<file path="src/rtl/prefix_scan_pkg.sv">
// Shared constants, prefix vector layout and merge helpers for the
// x86 prefix scanner (optional VEX decode via PREFIX_SCAN_VEX_EN).
package prefix_scan_pkg;

`ifndef PREF_LAYOUT_DEFINED
`define PREF_LAYOUT_DEFINED
`define PREF_LOCK   0
`define PREF_REPE   1
`define PREF_REPNE  2
`define PREF_HASSEG 3
`define PREF_SEG_LO 4
`define PREF_SEG_HI 6
`define PREF_DATA   7
`define PREF_ADDR   8
`define PREF_REX    9
`define PREF_REX_W  10
`define PREF_REX_R  11
`define PREF_REX_X  12
`define PREF_REX_B  13
`define PREF_2BYTE  14
`define PREF_WIDTH  15
`endif

  localparam int PREF_W = `PREF_WIDTH;

  localparam logic [7:0] B_LOCK  = 8'hF0;
  localparam logic [7:0] B_REPE  = 8'hF3;
  localparam logic [7:0] B_REPNE = 8'hF2;
  localparam logic [7:0] B_CS    = 8'h2E;
  localparam logic [7:0] B_SS    = 8'h36;
  localparam logic [7:0] B_DS    = 8'h3E;
  localparam logic [7:0] B_ES    = 8'h26;
  localparam logic [7:0] B_FS    = 8'h64;
  localparam logic [7:0] B_GS    = 8'h65;
  localparam logic [7:0] B_DATA  = 8'h66;
  localparam logic [7:0] B_ADDR  = 8'h67;
  localparam logic [7:0] B_ESC   = 8'h0F;
  localparam logic [7:0] B_VEX3  = 8'hC4;
  localparam logic [7:0] B_VEX2  = 8'hC5;

  localparam logic [0:0] ST_SCAN = 1'b0;
  localparam logic [0:0] ST_HOLD = 1'b1;

  typedef enum logic [0:0] {
    SCAN = ST_SCAN,
    HOLD = ST_HOLD
  } state_e;

  typedef struct packed {
    logic       two_byte;
    logic       rex_b;
    logic       rex_x;
    logic       rex_r;
    logic       rex_w;
    logic       rex;
    logic       addr;
    logic       data;
    logic [2:0] seg;
    logic       hasseg;
    logic       repne;
    logic       repe;
    logic       lock;
  } pref_t;

  function automatic logic is_rex(
    input logic [7:0] b,
    input logic       m64
  );
    return m64 && (b[7:4] == 4'h4);
  endfunction

  function automatic logic is_legacy(input logic [7:0] b);
    case (b)
      B_LOCK, B_REPE, B_REPNE,
      B_CS, B_SS, B_DS, B_ES, B_FS, B_GS,
      B_DATA, B_ADDR: return 1'b1;
      default:        return 1'b0;
    endcase
  endfunction

  function automatic logic is_prefix(
    input logic [7:0] b,
    input logic       m64
  );
    return is_legacy(b) || is_rex(b, m64) || (b == B_ESC);
  endfunction

  // A legacy prefix after REX makes that REX ineffective.
  function automatic pref_t pref_merge(
    input pref_t      acc,
    input logic [7:0] b,
    input logic       m64
  );
    pref_t r;
    r = acc;
    if (is_rex(b, m64)) begin
      r.rex   = 1'b1;
      r.rex_w = b[3];
      r.rex_r = b[2];
      r.rex_x = b[1];
      r.rex_b = b[0];
    end else if (is_legacy(b)) begin
      {r.rex, r.rex_w, r.rex_r, r.rex_x, r.rex_b} = '0;
      case (b)
        B_LOCK:  r.lock  = 1'b1;
        B_REPE:  r.repe  = 1'b1;
        B_REPNE: r.repne = 1'b1;
        B_DATA:  r.data  = 1'b1;
        B_ADDR:  r.addr  = 1'b1;
        B_CS:    begin r.hasseg = 1'b1; r.seg = 3'd0; end
        B_SS:    begin r.hasseg = 1'b1; r.seg = 3'd1; end
        B_DS:    begin r.hasseg = 1'b1; r.seg = 3'd2; end
        B_ES:    begin r.hasseg = 1'b1; r.seg = 3'd3; end
        B_FS:    begin r.hasseg = 1'b1; r.seg = 3'd4; end
        B_GS:    begin r.hasseg = 1'b1; r.seg = 3'd5; end
        default: ;
      endcase
    end else if (b == B_ESC) begin
      r.two_byte = 1'b1;
    end
    return r;
  endfunction

  // Fold a window-local vector onto the running accumulator.
  function automatic pref_t pref_join(
    input pref_t acc,
    input pref_t win,
    input logic  legacy
  );
    pref_t r;
    r = acc;
    r.lock     = acc.lock     | win.lock;
    r.repe     = acc.repe     | win.repe;
    r.repne    = acc.repne    | win.repne;
    r.data     = acc.data     | win.data;
    r.addr     = acc.addr     | win.addr;
    r.two_byte = acc.two_byte | win.two_byte;
    if (win.hasseg) begin
      r.hasseg = 1'b1;
      r.seg    = win.seg;
    end
    if (win.rex) begin
      r.rex   = 1'b1;
      r.rex_w = win.rex_w;
      r.rex_r = win.rex_r;
      r.rex_x = win.rex_x;
      r.rex_b = win.rex_b;
    end else if (legacy) begin
      {r.rex, r.rex_w, r.rex_r, r.rex_x, r.rex_b} = '0;
    end
    return r;
  endfunction

endpackage

</file>
<file path="src/rtl/prefix_window_dec.sv">
// Combinational decode of one fetch window: per-byte classes, the
// first terminal byte and the window-local merged prefix vector.
module prefix_window_dec
  import prefix_scan_pkg::*;
#(
  parameter int W  = 4,
  parameter int CW = $clog2(W + 1),
  parameter int IW = $clog2(W)
) (
  input  logic [8*W-1:0] i_bytes,
  input  logic [CW-1:0]  i_cnt,
  input  logic           i_mode64,
  output logic [W-1:0]   o_is_pref,
  output logic [W-1:0]   o_is_term,
  output pref_t          o_vec,
  output logic           o_legacy,
  output logic [IW-1:0]  o_idx,
  output logic           o_found
);

  logic [7:0] w_b [W];

  always_comb begin
    for (int i = 0; i < W; i++) begin
      w_b[i] = i_bytes[8*i +: 8];
    end
  end

  always_comb begin
    o_is_pref = '0;
    o_is_term = '0;
    o_vec     = '0;
    o_legacy  = 1'b0;
    o_idx     = '0;
    o_found   = 1'b0;
    for (int i = 0; i < W; i++) begin
      if (i < int'(i_cnt)) begin
        o_is_pref[i] = is_prefix(w_b[i], i_mode64);
        o_is_term[i] = !is_prefix(w_b[i], i_mode64)
                     || (w_b[i] == B_ESC);
      end
    end
    for (int i = W - 1; i >= 0; i--) begin
      if (o_is_term[i]) begin
        o_found = 1'b1;
        o_idx   = IW'(i);
      end
    end
    // 0F is both terminal and part of the prefix run.
    for (int i = 0; i < W; i++) begin
      if ((i < int'(i_cnt))
          && (!o_found || (i < int'(o_idx))
              || ((i == int'(o_idx)) && (w_b[i] == B_ESC)))) begin
        o_vec = pref_merge(o_vec, w_b[i], i_mode64);
        if (is_legacy(w_b[i])) o_legacy = 1'b1;
      end
    end
  end

endmodule

</file>
<file path="src/rtl/prefix_scan.sv">
// Sequential x86 legacy/REX prefix scanner over W-byte windows.
// Define PREFIX_SCAN_VEX_EN to decode C4/C5 as VEX escapes in 64-bit mode.
module prefix_scan
  import prefix_scan_pkg::*;
#(
  parameter int W      = 4,
  parameter int MAXLEN = 15,
  parameter int LW     = 4,
  parameter int CW     = $clog2(W + 1),
  parameter int IW     = $clog2(W)
) (
  input  logic              clk,
  input  logic              rst,
  input  logic              mode64,
  input  logic              flush,
  input  logic              in_vld,
  output logic              in_rdy,
  input  logic [8*W-1:0]    in_bytes,
  input  logic [CW-1:0]     in_cnt,
  output logic              out_vld,
  input  logic              out_rdy,
  output logic [PREF_W-1:0] out_pref,
  output logic [LW-1:0]     out_len,
  output logic [IW-1:0]     out_opc_off,
`ifdef PREFIX_SCAN_VEX_EN
  output logic              out_vex,
  output logic              out_vex3,
`endif
  output logic              out_fault
);

  localparam int SW = LW + 1;

  logic [0:0]    r_state;
  pref_t         r_acc;
  logic [LW-1:0] r_cnt;
  logic [IW-1:0] r_off;
  logic          r_fault;
  logic          r_opc_next;

  logic [W-1:0]  w_is_pref;
  logic [W-1:0]  w_is_term;
  pref_t         w_win;
  logic          w_legacy;
  logic [IW-1:0] w_dec_idx;
  logic          w_dec_found;

  logic          w_esc;
  logic          w_tail;
  logic          w_found;
  logic [IW-1:0] w_idx;
  logic [CW-1:0] w_np;
  logic [SW-1:0] w_sum;
  pref_t         w_merged;
  logic          w_len_fault;
  logic          w_done;
  logic          w_ud;

  prefix_window_dec #(.W(W), .CW(CW), .IW(IW)) u_dec (
    .i_bytes  (in_bytes),
    .i_cnt    (in_cnt),
    .i_mode64 (mode64),
    .o_is_pref(w_is_pref),
    .o_is_term(w_is_term),
    .o_vec    (w_win),
    .o_legacy (w_legacy),
    .o_idx    (w_dec_idx),
    .o_found  (w_dec_found)
  );

`ifdef PREFIX_SCAN_VEX_EN
  logic       r_vex;
  logic       r_vex3;
  logic       w_vex;
  logic       w_vex3;
  logic [7:0] w_tbyte;
`endif

  always_comb begin
    w_esc = w_dec_found
          && w_is_pref[w_dec_idx]
          && w_is_term[w_dec_idx];
    w_tail = 1'b0;
    if (r_opc_next) begin
      // Escape closed the previous window: byte 0 is the opcode.
      w_found  = 1'b1;
      w_idx    = '0;
      w_np     = '0;
      w_merged = r_acc;
    end else begin
      w_tail   = w_esc
               && ((CW'(w_dec_idx) + CW'(1)) == in_cnt);
      w_found  = w_dec_found;
      w_idx    = w_dec_idx + IW'(w_esc);
      w_np     = w_dec_found
               ? CW'(w_dec_idx) + CW'(w_esc)
               : in_cnt;
      w_merged = pref_join(r_acc, w_win, w_legacy);
    end
    w_sum       = SW'(r_cnt) + SW'(w_np);
    w_len_fault = w_sum >= SW'(MAXLEN);
    w_done      = w_found && !w_tail;
`ifdef PREFIX_SCAN_VEX_EN
    w_tbyte = in_bytes[8*w_dec_idx +: 8];
    w_vex   = mode64 && !r_opc_next && w_dec_found && !w_esc
            && ((w_tbyte == B_VEX3) || (w_tbyte == B_VEX2));
    w_vex3  = w_tbyte == B_VEX3;
    w_ud    = w_vex && (w_merged.data | w_merged.repe
            | w_merged.repne | w_merged.lock | w_merged.rex);
`else
    w_ud = 1'b0;
`endif
  end

  always_ff @(posedge clk) begin
    if (rst || flush) begin
      r_state    <= ST_SCAN;
      r_acc      <= '0;
      r_cnt      <= '0;
      r_off      <= '0;
      r_fault    <= 1'b0;
      r_opc_next <= 1'b0;
`ifdef PREFIX_SCAN_VEX_EN
      r_vex      <= 1'b0;
      r_vex3     <= 1'b0;
`endif
    end else if (r_state == ST_SCAN) begin
      if (in_vld) begin
        r_acc      <= w_merged;
        r_opc_next <= w_tail && !w_len_fault;
        if (w_len_fault) begin
          r_cnt   <= LW'(MAXLEN);
          r_fault <= 1'b1;
          r_state <= ST_HOLD;
        end else begin
          r_cnt <= w_sum[LW-1:0];
          if (w_done) begin
            r_off   <= w_idx;
            r_fault <= w_ud;
            r_state <= ST_HOLD;
`ifdef PREFIX_SCAN_VEX_EN
            r_vex   <= w_vex;
            r_vex3  <= w_vex && w_vex3;
`endif
          end
        end
      end
    end else if (out_rdy) begin
      r_state    <= ST_SCAN;
      r_acc      <= '0;
      r_cnt      <= '0;
      r_off      <= '0;
      r_fault    <= 1'b0;
      r_opc_next <= 1'b0;
`ifdef PREFIX_SCAN_VEX_EN
      r_vex      <= 1'b0;
      r_vex3     <= 1'b0;
`endif
    end
  end

  assign in_rdy      = r_state == ST_SCAN;
  assign out_vld     = r_state == ST_HOLD;
  assign out_pref    = r_acc;
  assign out_len     = r_cnt;
  assign out_opc_off = r_off;
  assign out_fault   = r_fault;
`ifdef PREFIX_SCAN_VEX_EN
  assign out_vex     = r_vex;
  assign out_vex3    = r_vex3;
`endif

endmodule

</file>
<file path="config.mk">
export PLATFORM = sky130hd
export DESIGN_NAME = prefix_scan
export DESIGN_NICKNAME = d
export VERILOG_FILES = /design/src/rtl/prefix_scan_pkg.sv /design/src/rtl/prefix_window_dec.sv /design/src/rtl/prefix_scan.sv
export SDC_FILE = /design/constraint.sdc
export NUM_CORES = 1
export LEC_CHECK = 0
export CAP_MARGIN = 20
export CORE_ASPECT_RATIO = 0.75
export CORE_MARGIN = 10
export CORE_UTILIZATION = 35
export CTS_BUF_LIST = sky130_fd_sc_hd__clkbuf_4 sky130_fd_sc_hd__clkbuf_8 sky130_fd_sc_hd__clkbuf_16
export DETAILED_ROUTE_END_ITERATION = 8
export HOLD_SLACK_MARGIN = 0.08
export SYNTH_ARGS = -nofsm -noshare
export SYNTH_HDL_FRONTEND = slang
export SYNTH_SLANG_ARGS = --single-unit
</file>
<file path="constraint.sdc">
create_clock -name clk -period 5.6 [get_ports clk]
set_clock_uncertainty 0.1 [all_clocks]
set_input_delay 1.4 -clock clk [delete_from_list [all_inputs] [get_ports clk]]
set_output_delay 1.4 -clock clk [all_outputs]
set_load 0.01 [all_outputs]
</file>
==> results of run 1 <==
-- critical path, stage by stage --
cell             delay (ps)
clkdlybuf4s50_1         580
nand4b_1                170
a211o_2                 400
and4_4                  210
a211oi_1                220
or2_2                   160
ha_1                    150
ha_1                    240
mux2i_1                 160
or2_4                   150
inv_1                    40
ha_1                    250
a21oi_1                  60
nor2b_1                 140
mux2i_1                 240
nand2b_1                110
a21boi_2                200
a211o_1                 260
a21oi_2                 160
mux2i_1                 190
-- how the worst max path moves through the flow --
stage	cells after the start	slack (ps)	end
floorplan	19	330	out_opc_off[0]
global route	20	-0.9	out_opc_off[0]
detailed placement	17	-300	out_opc_off[1]
global placement	18	-60	out_opc_off[1]
CTS	20	50	out_opc_off[0]
finish	20	220	out_opc_off[1]
-- area by class of cell --
type	count	share of cell area, %
Clock buffer	4	1.30
Sequential cell	24	11.4
Inverter	12	1.06
Tap cell	105	3.10
Multi-Input combinational cell	319	54.0
Timing Repair Buffer	142	29.2
-- synth_stat cells (5+ instances only) --
library cell and n:
o2bb2ai_1 6, nor3b_1 5, clkbuf_1 6, o211ai_1 5, o21a_1 7, or2_2 7, nand4_1 10, a21oi_1 18
nor3_1 13, o31a_1 5, a211oi_1 8, xor2_1 5, nand2b_1 6, ha_1 9, dfxtp_1 24, nand3_1 17
o21ai_0 20, nand4b_1 9, nor2_1 21, or3_1 5, nand2_1 30, mux2i_1 6, inv_1 12, o31ai_1 8
nor2b_1 12
-- cell families after synthesis --
family          Yosys count  synth area share [%]
compound gates          124                  32.6
flops                    24                  16.9
buf+inv                  25                  4.62
xor+xnor                  8                  2.47
fa+ha+maj                10                  4.67
mux                       6                  2.11
simple gates            171                  36.6
-- layout by cell type, fill, tap and decap left out, types with 4 or more instances in the layout --
cell type / count
nand4b_1: 9
or2_2: 6
a22o_1: 4
o21ai_0: 19
nand2b_1: 6
nor3_1: 13
or3_1: 5
a211oi_1: 8
o31ai_1: 8
buf_4: 78
o211ai_1: 5
a31oi_1: 4
clkbuf_8: 4
inv_1: 12
clkdlybuf4s50_1: 60
nand4_1: 10
o2bb2ai_1: 6
o31a_1: 5
nor3b_1: 4
dlymetal6s2s_1: 4
a21oi_1: 17
mux2i_1: 6
nand2_1: 30
ha_1: 9
o21a_1: 7
nor2b_1: 12
xor2_1: 5
nor2_1: 21
dfxtp_1: 24
nand3_1: 17
-- state kept, by name, indices dropped and copies added, names as in the netlist --
signal       count
out_pref        15
out_len          4
out_opc_off      2
out_fault        1
out_vld          1
r_opc_next       1
-- repair_timing --
action | in CTS | in global routing
setup buffers | 0 | 2
pin swaps | 0 | 3
resized for setup | 1 | 16
endpoints found under the setup margin | 3 | 6
-- power by group --
part / internal [mW] / leakage [nW] / switching, mW
clock: 0.0631 / 0.0288 / 0.0673
combinational: 0.0851 / 1.41 / 0.0901
sequential: 0.172 / 0.194 / 0.00177
total: 0.320 / 1.63 / 0.159
-- metrics by stage --
stage	cell area (um2)	util, %	setup WS (ps)	total power [mW]	hold WS [ps]
final	4230	53.7	220	0.480	364
after global routing	4230	53.7	-0.927	0.498	388
after CTS	4150	52.7	50.2	0.475	368
after detailed placement	4100	52.0	-302	0.346	342
after global placement	4100	52.0	-58.6	0.345	339
after floorplan	2840	-	325	0.249	379
-- per-layer routing --
| metal | vias to the layer above | share of wire (%) |
|---|---|---|
| met4 | 0 | 2.6 |
| met3 | 32 | 9.7 |
| met2 | 212 | 41 |
| li1 | 1717 | - |
| met1 | 1705 | 47 |
| met5 | - | 0 |
==> flow_summary.json, run 1 <==
{
  "status": "complete, no violations",
  "syn_area_um2": 2840,
  "die_h_um": 98.0,
  "h-tree-depth": 1,
  "syn_area_per_cell_um2": 7.72,
  "synthFlopType": "dfxtp_1",
  "totalWireLength_um": 12600,
  "clkSinkCount": 24,
  "use_met1_pct": 28.5,
  "grt_max_degree": 14,
  "antenna_found_initial": 0,
  "met3_usage_pct": 4.32,
  "grt_pass1_wl_um": 19100,
  "gp_congestion": 0.970,
  "grt_use_met2_pct": 27.8,
  "maxCapViolations": 0,
  "crit_required_ps": 5720,
  "wl_per_cell_um": 20.7,
  "synth_top_area_cell": "dfxtp_1",
  "ant_nets": 0,
  "max-clock-path-buffers": 2,
  "seq_area_frac_synth_pct": 16.9,
  "path_class": "in2reg",
  "ys_ff_latch": 24,
  "cp-end-kind": "flip-flop",
  "startpoint": "in_bytes[6]",
  "row_count": 28,
  "period_minus_slack_ps": 5380,
  "vias": 3666,
  "ys_warn_count": 0,
  "rrSetupSlack_ps": 3100,
  "drtIter0Drc": 438,
  "ys_types": 78,
  "reg2reg_from": "r_opc_next",
  "syn_to_final_growth_pct": 49.0,
  "multi_input_area_um2": 2280,
  "grt_overflow": 0,
  "worstSkewPairLatency_ps": 280,
  "dr.pass1.iters": 8,
  "final.period_utilization_pct": 96.1,
  "regArea_um2": 480,
  "dieArea_um2": 12200,
  "setup_viol": 0,
  "cp_max_fo": 5,
  "final-max-slew-violation-count": 0,
  "synth_top_area_share_pct": 16.9,
  "core_area_um2": 7880,
  "setup_tns_ps": 0,
  "drc": 0,
  "routed_via_density": 6.05,
  "worst_pin_slew_ps": 738,
  "synth.net_count": 419,
  "min-delay-path-class": "reg2reg",
  "final_layout_size_suffix_gt1_share_pct": 24.4,
  "synth_edf_count": 0,
  "dpl.hpwl_um": 10300,
  "grt_pass1_vias": 3440,
  "ir_drop_uv": 80.9,
  "worstHoldEndpoint": "out_opc_off[0]",
  "arrival_ps": 5500,
  "io_pins": 65,
  "hold_start": "out_opc_off[0]",
  "timing.slew.headroom_pct": 50.3,
  "hold_buffers": 0,
  "path_clk_slew_ps": 100,
  "cts_buffers": 3,
  "max_freq_mhz": 186,
  "ys_async_sr_fraction_pct": 0,
  "holdPathStages": 2,
  "port_buffers": 64,
  "finalNetCount": 553,
  "ff2ff_path_depth": 11,
  "cts_tree": "done",
  "crit_path_start_kind": "input pin",
  "grt-busiest-layer": "met1",
  "synthCells": 368,
  "p_per_area_nw_per_um2": 113,
  "leakage_nw": 1.63,
  "antennaDiodeCount": 0,
  "cts-root-buf": "clkbuf_8",
  "initial_core_util_pct": 36.0,
  "yosys-top-cells-area": "dfxtp_1, ha_1, nand2_1",
  "final-hold-violation-count": 0,
  "final_cells": 606,
  "dp_cells": 600,
  "die_x_um": 124,
  "grtUsageTotal_pct": 19.5,
  "rr_endpoint": "out_opc_off[1]",
  "fill_cells": 774
}
Power figures use the tool's default switching activity.
==> run 2: changes to the inputs <==
RECOVER_POWER = 100   (was unset)
SKIP_CTS_REPAIR_TIMING = 1   (was unset)
==> run 2 against run 1 <==
Compared with the run above:
- total power is 0.23% lower
- final cell count unchanged
- core utilization is essentially flat
- largest cell class unchanged
- critical path type unchanged
==> flow_summary.json, run 2 (same netlist as run 1, synthesis figures left out) <==
{
  "dpl.hpwl_um": 10300,
  "regArea_um2": 480,
  "die_h_um": 98.0,
  "path_clk_slew_ps": 100,
  "worstHoldEndpoint": "out_pref[3]",
  "die_x_um": 124,
  "arrival_ps": 5490,
  "initial_core_util_pct": 36.0,
  "clkSinkCount": 24,
  "vias": 3651,
  "p_total_mw": 0.478,
  "grt_pass1_wl_um": 19100,
  "period_minus_slack_ps": 5370,
  "multi_input_area_um2": 2280,
  "setup_viol": 0,
  "hold_start": "out_pref[3]",
  "cts_tree": "done",
  "final_layout_size_suffix_gt1_share_pct": 24.2,
  "wl_per_cell_um": 20.6,
  "cp_max_fo": 5,
  "path_class": "in2reg",
  "status": "complete, no violations",
  "rr_endpoint": "out_opc_off[1]",
  "final-hold-violation-count": 0,
  "finalNetCount": 553,
  "worstSkewPairLatency_ps": 280,
  "port_buffers": 64,
  "syn_to_final_growth_pct": 48.8,
  "antenna_found_initial": 0,
  "final.period_utilization_pct": 95.9,
  "cts_buffers": 3,
  "worst_pin_slew_ps": 1210,
  "ir_drop_uv": 80.7,
  "leakage_nw": 1.71,
  "maxCapViolations": 0,
  "max-clock-path-buffers": 2,
  "h-tree-depth": 1,
  "cp-end-kind": "flip-flop",
  "timing.hold.ws_ps": 359,
  "io_pins": 65,
  "row_count": 28,
  "largest_reg_flops": 15,
  "cts-root-buf": "clkbuf_8",
  "drtIter0Drc": 419,
  "routed_via_density": 6.02,
  "gp_congestion": 0.970,
  "crit_path_start_kind": "input pin",
  "final-max-slew-violation-count": 0,
  "grt_overflow": 0,
  "dr.pass1.iters": 5,
  "reg2reg_from": "r_opc_next",
  "grtUsageTotal_pct": 19.5,
  "rrSetupSlack_ps": 3100,
  "layout_commonest_cell": "buf_4",
  "core_area_um2": 7880,
  "fill_cells": 776,
  "max_freq_mhz": 186,
  "min-delay-path-class": "reg2reg",
  "grt_max_degree": 14,
  "antennaDiodeCount": 0,
  "ant_nets": 0,
  "p_per_area_nw_per_um2": 113,
  "holdPathStages": 1,
  "grt_pass1_vias": 3440,
  "crit_required_ps": 5720,
  "timing.slew.headroom_pct": 18.2,
  "drc": 0,
  "totalWireLength_um": 12500,
  "dieArea_um2": 12200,
  "final_cell_mix": "buf_4, clkdlybuf4s50_1, nand2_1",
  "ff2ff_path_depth": 11
}
[run 2: changes by cell type in the layout (fill, tap and decap cells not counted), sizes merged]
| cell | previous run | this run |
|---|---|---|
| clkdlybuf4s50 | 60 | 36 |
| dlygate4sd3 | 0 | 24 |
[run 2: worst max path at each step]
| stage | start | end | slack (ps) | cells past startpoint |
|---|---|---|---|---|
| after floorplan | in_bytes[29] | out_opc_off[0] | 330 | 19 |
| after detailed placement | in_bytes[4] | out_opc_off[1] | -300 | 17 |
| final | in_bytes[6] | out_opc_off[1] | 230 | 20 |
| after CTS | in_bytes[4] | out_len[2] | -20 | 17 |
| after global placement | in_bytes[2] | out_opc_off[1] | -60 | 18 |
| after global routing | in_bytes[22] | out_opc_off[0] | -0.9 | 20 |
[run 2: worst max-delay path: stages]
cell	delay [ps]
clkdlybuf4s50_1	580
nand4b_1	170
a211o_2	400
and4_4	210
a211oi_1	220
or2_2	160
ha_1	150
ha_1	240
mux2i_1	160
or2_4	150
inv_1	40
ha_1	250
a21oi_1	60
nor2b_1	140
mux2i_1	240
nand2b_1	110
a21boi_2	200
a211o_1	260
a21oi_2	160
mux2i_1	190
[run 2: per-stage QoR]
step / std cells / setup WS, ps / util [%] / TNS, ps / cell area, um2
after floorplan: 368 / 325 / - / 0 / 2840
after global routing: 606 / -0.925 / 53.7 / -0.925 / 4230
after CTS: 604 / -17.0 / 52.7 / -43.9 / 4150
after detailed placement: 600 / -302 / 52.0 / -1580 / 4100
final: 606 / 230 / 53.7 / 0 / 4230
after global placement: 600 / -58.6 / 52.0 / -178 / 4100
[run 2: final cells by class]
class                           count  share of cell area (%)
Clock buffer                        4                    1.30
Multi-Input combinational cell    319                    53.9
Tap cell                          105                    3.11
Sequential cell                    24                    11.4
Timing Repair Buffer              142                    29.2
Inverter                           12                    1.07
[run 2: power by group]
part	total, mW	switching, mW	internal (mW)	leakage, nW
logic	0.174	0.0895	0.0844	1.49
registers	0.174	0.00166	0.172	0.194
clock network	0.131	0.0677	0.0631	0.0288
total	0.478	0.159	0.320	1.71
[run 2: per-layer routing]
| metal | wire [um] | track usage (%) | vias up |
|---|---|---|---|
| met2 | 5090 | 27.8 | 212 |
| met3 | 1240 | 4.32 | 32 |
| met1 | 5790 | 28.5 | 1690 |
| li1 | - | - | 1717 |
| met4 | 337 | 5.39 | 0 |
| met5 | 0 | 0 | - |
==> patch: new RTL, settings of run 1 <==
The option `PREFIX_SCAN_VEX_EN` is turned on by a define.
--- a/src/rtl/prefix_scan.sv
+++ b/src/rtl/prefix_scan.sv
@@ -2,2 +2,4 @@
 // Define PREFIX_SCAN_VEX_EN to decode C4/C5 as VEX escapes in 64-bit mode.
+`define PREFIX_SCAN_VEX_EN
+
 module prefix_scan
Check against the original RTL (old outputs only; new: out_vex and out_vex3): not equivalent (Yosys sat finds a counterexample within 4 cycles, from zero or initial values).
==> patch against run 1 <==
Count of clock-buffer cells in the layout is 1 lower; via count is 5.1% higher; power increased by 2.1%; final area grew 12%; sequential cell count rose by 2; maximum frequency decreased by 3.0%; synthesized area is 1.8% higher; wire length grew 3.4%; synthesized cell count is 5.7% higher; setup slack got worse by 0.17 ns; cell count up 11%; largest cell class unchanged.
==> patch: results (changes against run 1) <==
Outcome
The flow ran to the end, and the final reports show no timing, DRC or antenna violations.

Finish
The count of filler cells inserted in the layout is 719 (-7.1%). The post-layout net count is 618 (+12%). The area taken by flip-flops and latches is 520.5 sq um (+8.3%).

Place
The final estimated routing congestion in global placement is 1.002 (+3.4%). The sum of net half-perimeters after detailed placement is 10590 um (+2.4%). The placed standard-cell area is 4442 sq um (+8.4%).

The worst slack after detailed placement is -0.7021 ns (-0.4003 ns). The cell count after placement is 657 (+9.5%). The count of input and output buffers came to 66 (+3.1%).

Worst setup path
The largest stage delay on the critical path is 0.46 ns (-0.12 ns). The most critical setup path has its startpoint at in_bytes[14]. The endpoint identified for the worst register-to-register timing path is out_fault$_SDFFE_PP0P_. The critical path data arrival time is 5.65 ns (+0.15 ns). The path depth of the worst reg2reg path was 13 (+2).

The minimum setup slack among reg-to-reg paths is 2.73 ns (-0.37 ns).

STA
The final worst hold slack is 0.3541 ns (-0.009930 ns). The time the worst path needs with I/O delays and setup is 5.549 ns (+0.1690 ns).

GRT
The largest net degree at the start of global routing is 16 (+2). The global-route usage over all layers is 0.1963 (+0.0008470).

Detailed routing
The length of the first detailed-routing pass in iterations was 5 (-3). The number of vias in the routed layout is 3852 (+5.1%). The DRC violation total after the first TritonRoute iteration came to 432 (-1.4%). The aggregate routed wire length is 12980 um (+3.4%). The vias per cell is 5.749 (-5.0%).

Synth
The xor/xnor share of the synthesized area is 0.02119 (-0.003465). The number of instances in the synthesized netlist is 389 (+5.7%). The sequential cell area fraction in the yosys report is 0.1799 (+0.01084). The post-synth net total came to 440 (+5.0%). The post-synthesis adder-cell area fraction is 0.04585 (-0.0008277). By count the netlist is led by 48 x nand2_1, 34 x a21oi_1, 34 x nor2_1, 26 x dfxtp_1, 16 x nand3_1.

The number of distinct library cells after synthesis is 80 (+2.6%). Yosys attributes the largest share of cell area to dfxtp_1 18%, nand2_1 6.2%, a21oi_1 5.9%, nor2_1 4.4%, ha_1 3.9%.

Power
The leakage power figure was 1.949 nW (+19%). The highest ir drop seen on vdd is 0.09580 mV (+18%).

Hold path
The worst hold path terminates at out_pref[4]$_SDFFE_PP0P_. The critical hold path startpoint is out_pref[4]$_SDFFE_PP0P_.
==> patch: cell types whose count changed after synthesis, moves of 5 or more <==
cell and delta:
nand4b_1 -8, a21oi_1 +16, o21a_1 -7, nor2_1 +13
nand3b_1 +6, nor4_1 +5, nand2_1 +18, nor3_1 -7
o21ai_0 -7
==> patch: what timing repair did <==
item / 4_1_cts / 5_1_grt
setup endpoints to repair: 8 / 14
pin swaps: 10 / 19
gates resized for setup: 22 / 39
buffers inserted: 5 / 5
==> patch: area by class of cell <==
| class | count | share of cell area |
|---|---|---|
| Multi-Input combinational cell | 339 | 0.5134 |
| Timing Repair Buffer | 182 | 0.3282 |
| Sequential cell | 26 | 0.1096 |
| Tap cell | 105 | 0.02766 |
| Inverter | 15 | 0.01238 |
| Clock buffer | 3 | 0.008693 |
==> patch: metal layers <==
metal  part of all wire  vias to the layer above  global-route usage
li1                   -                     1852                   -
met1               0.47                     1836              0.2789
met2               0.44                      150              0.2958
met3              0.085                       14             0.05139
met4             0.0079                        0             0.02385
met5                  0                        -                   0
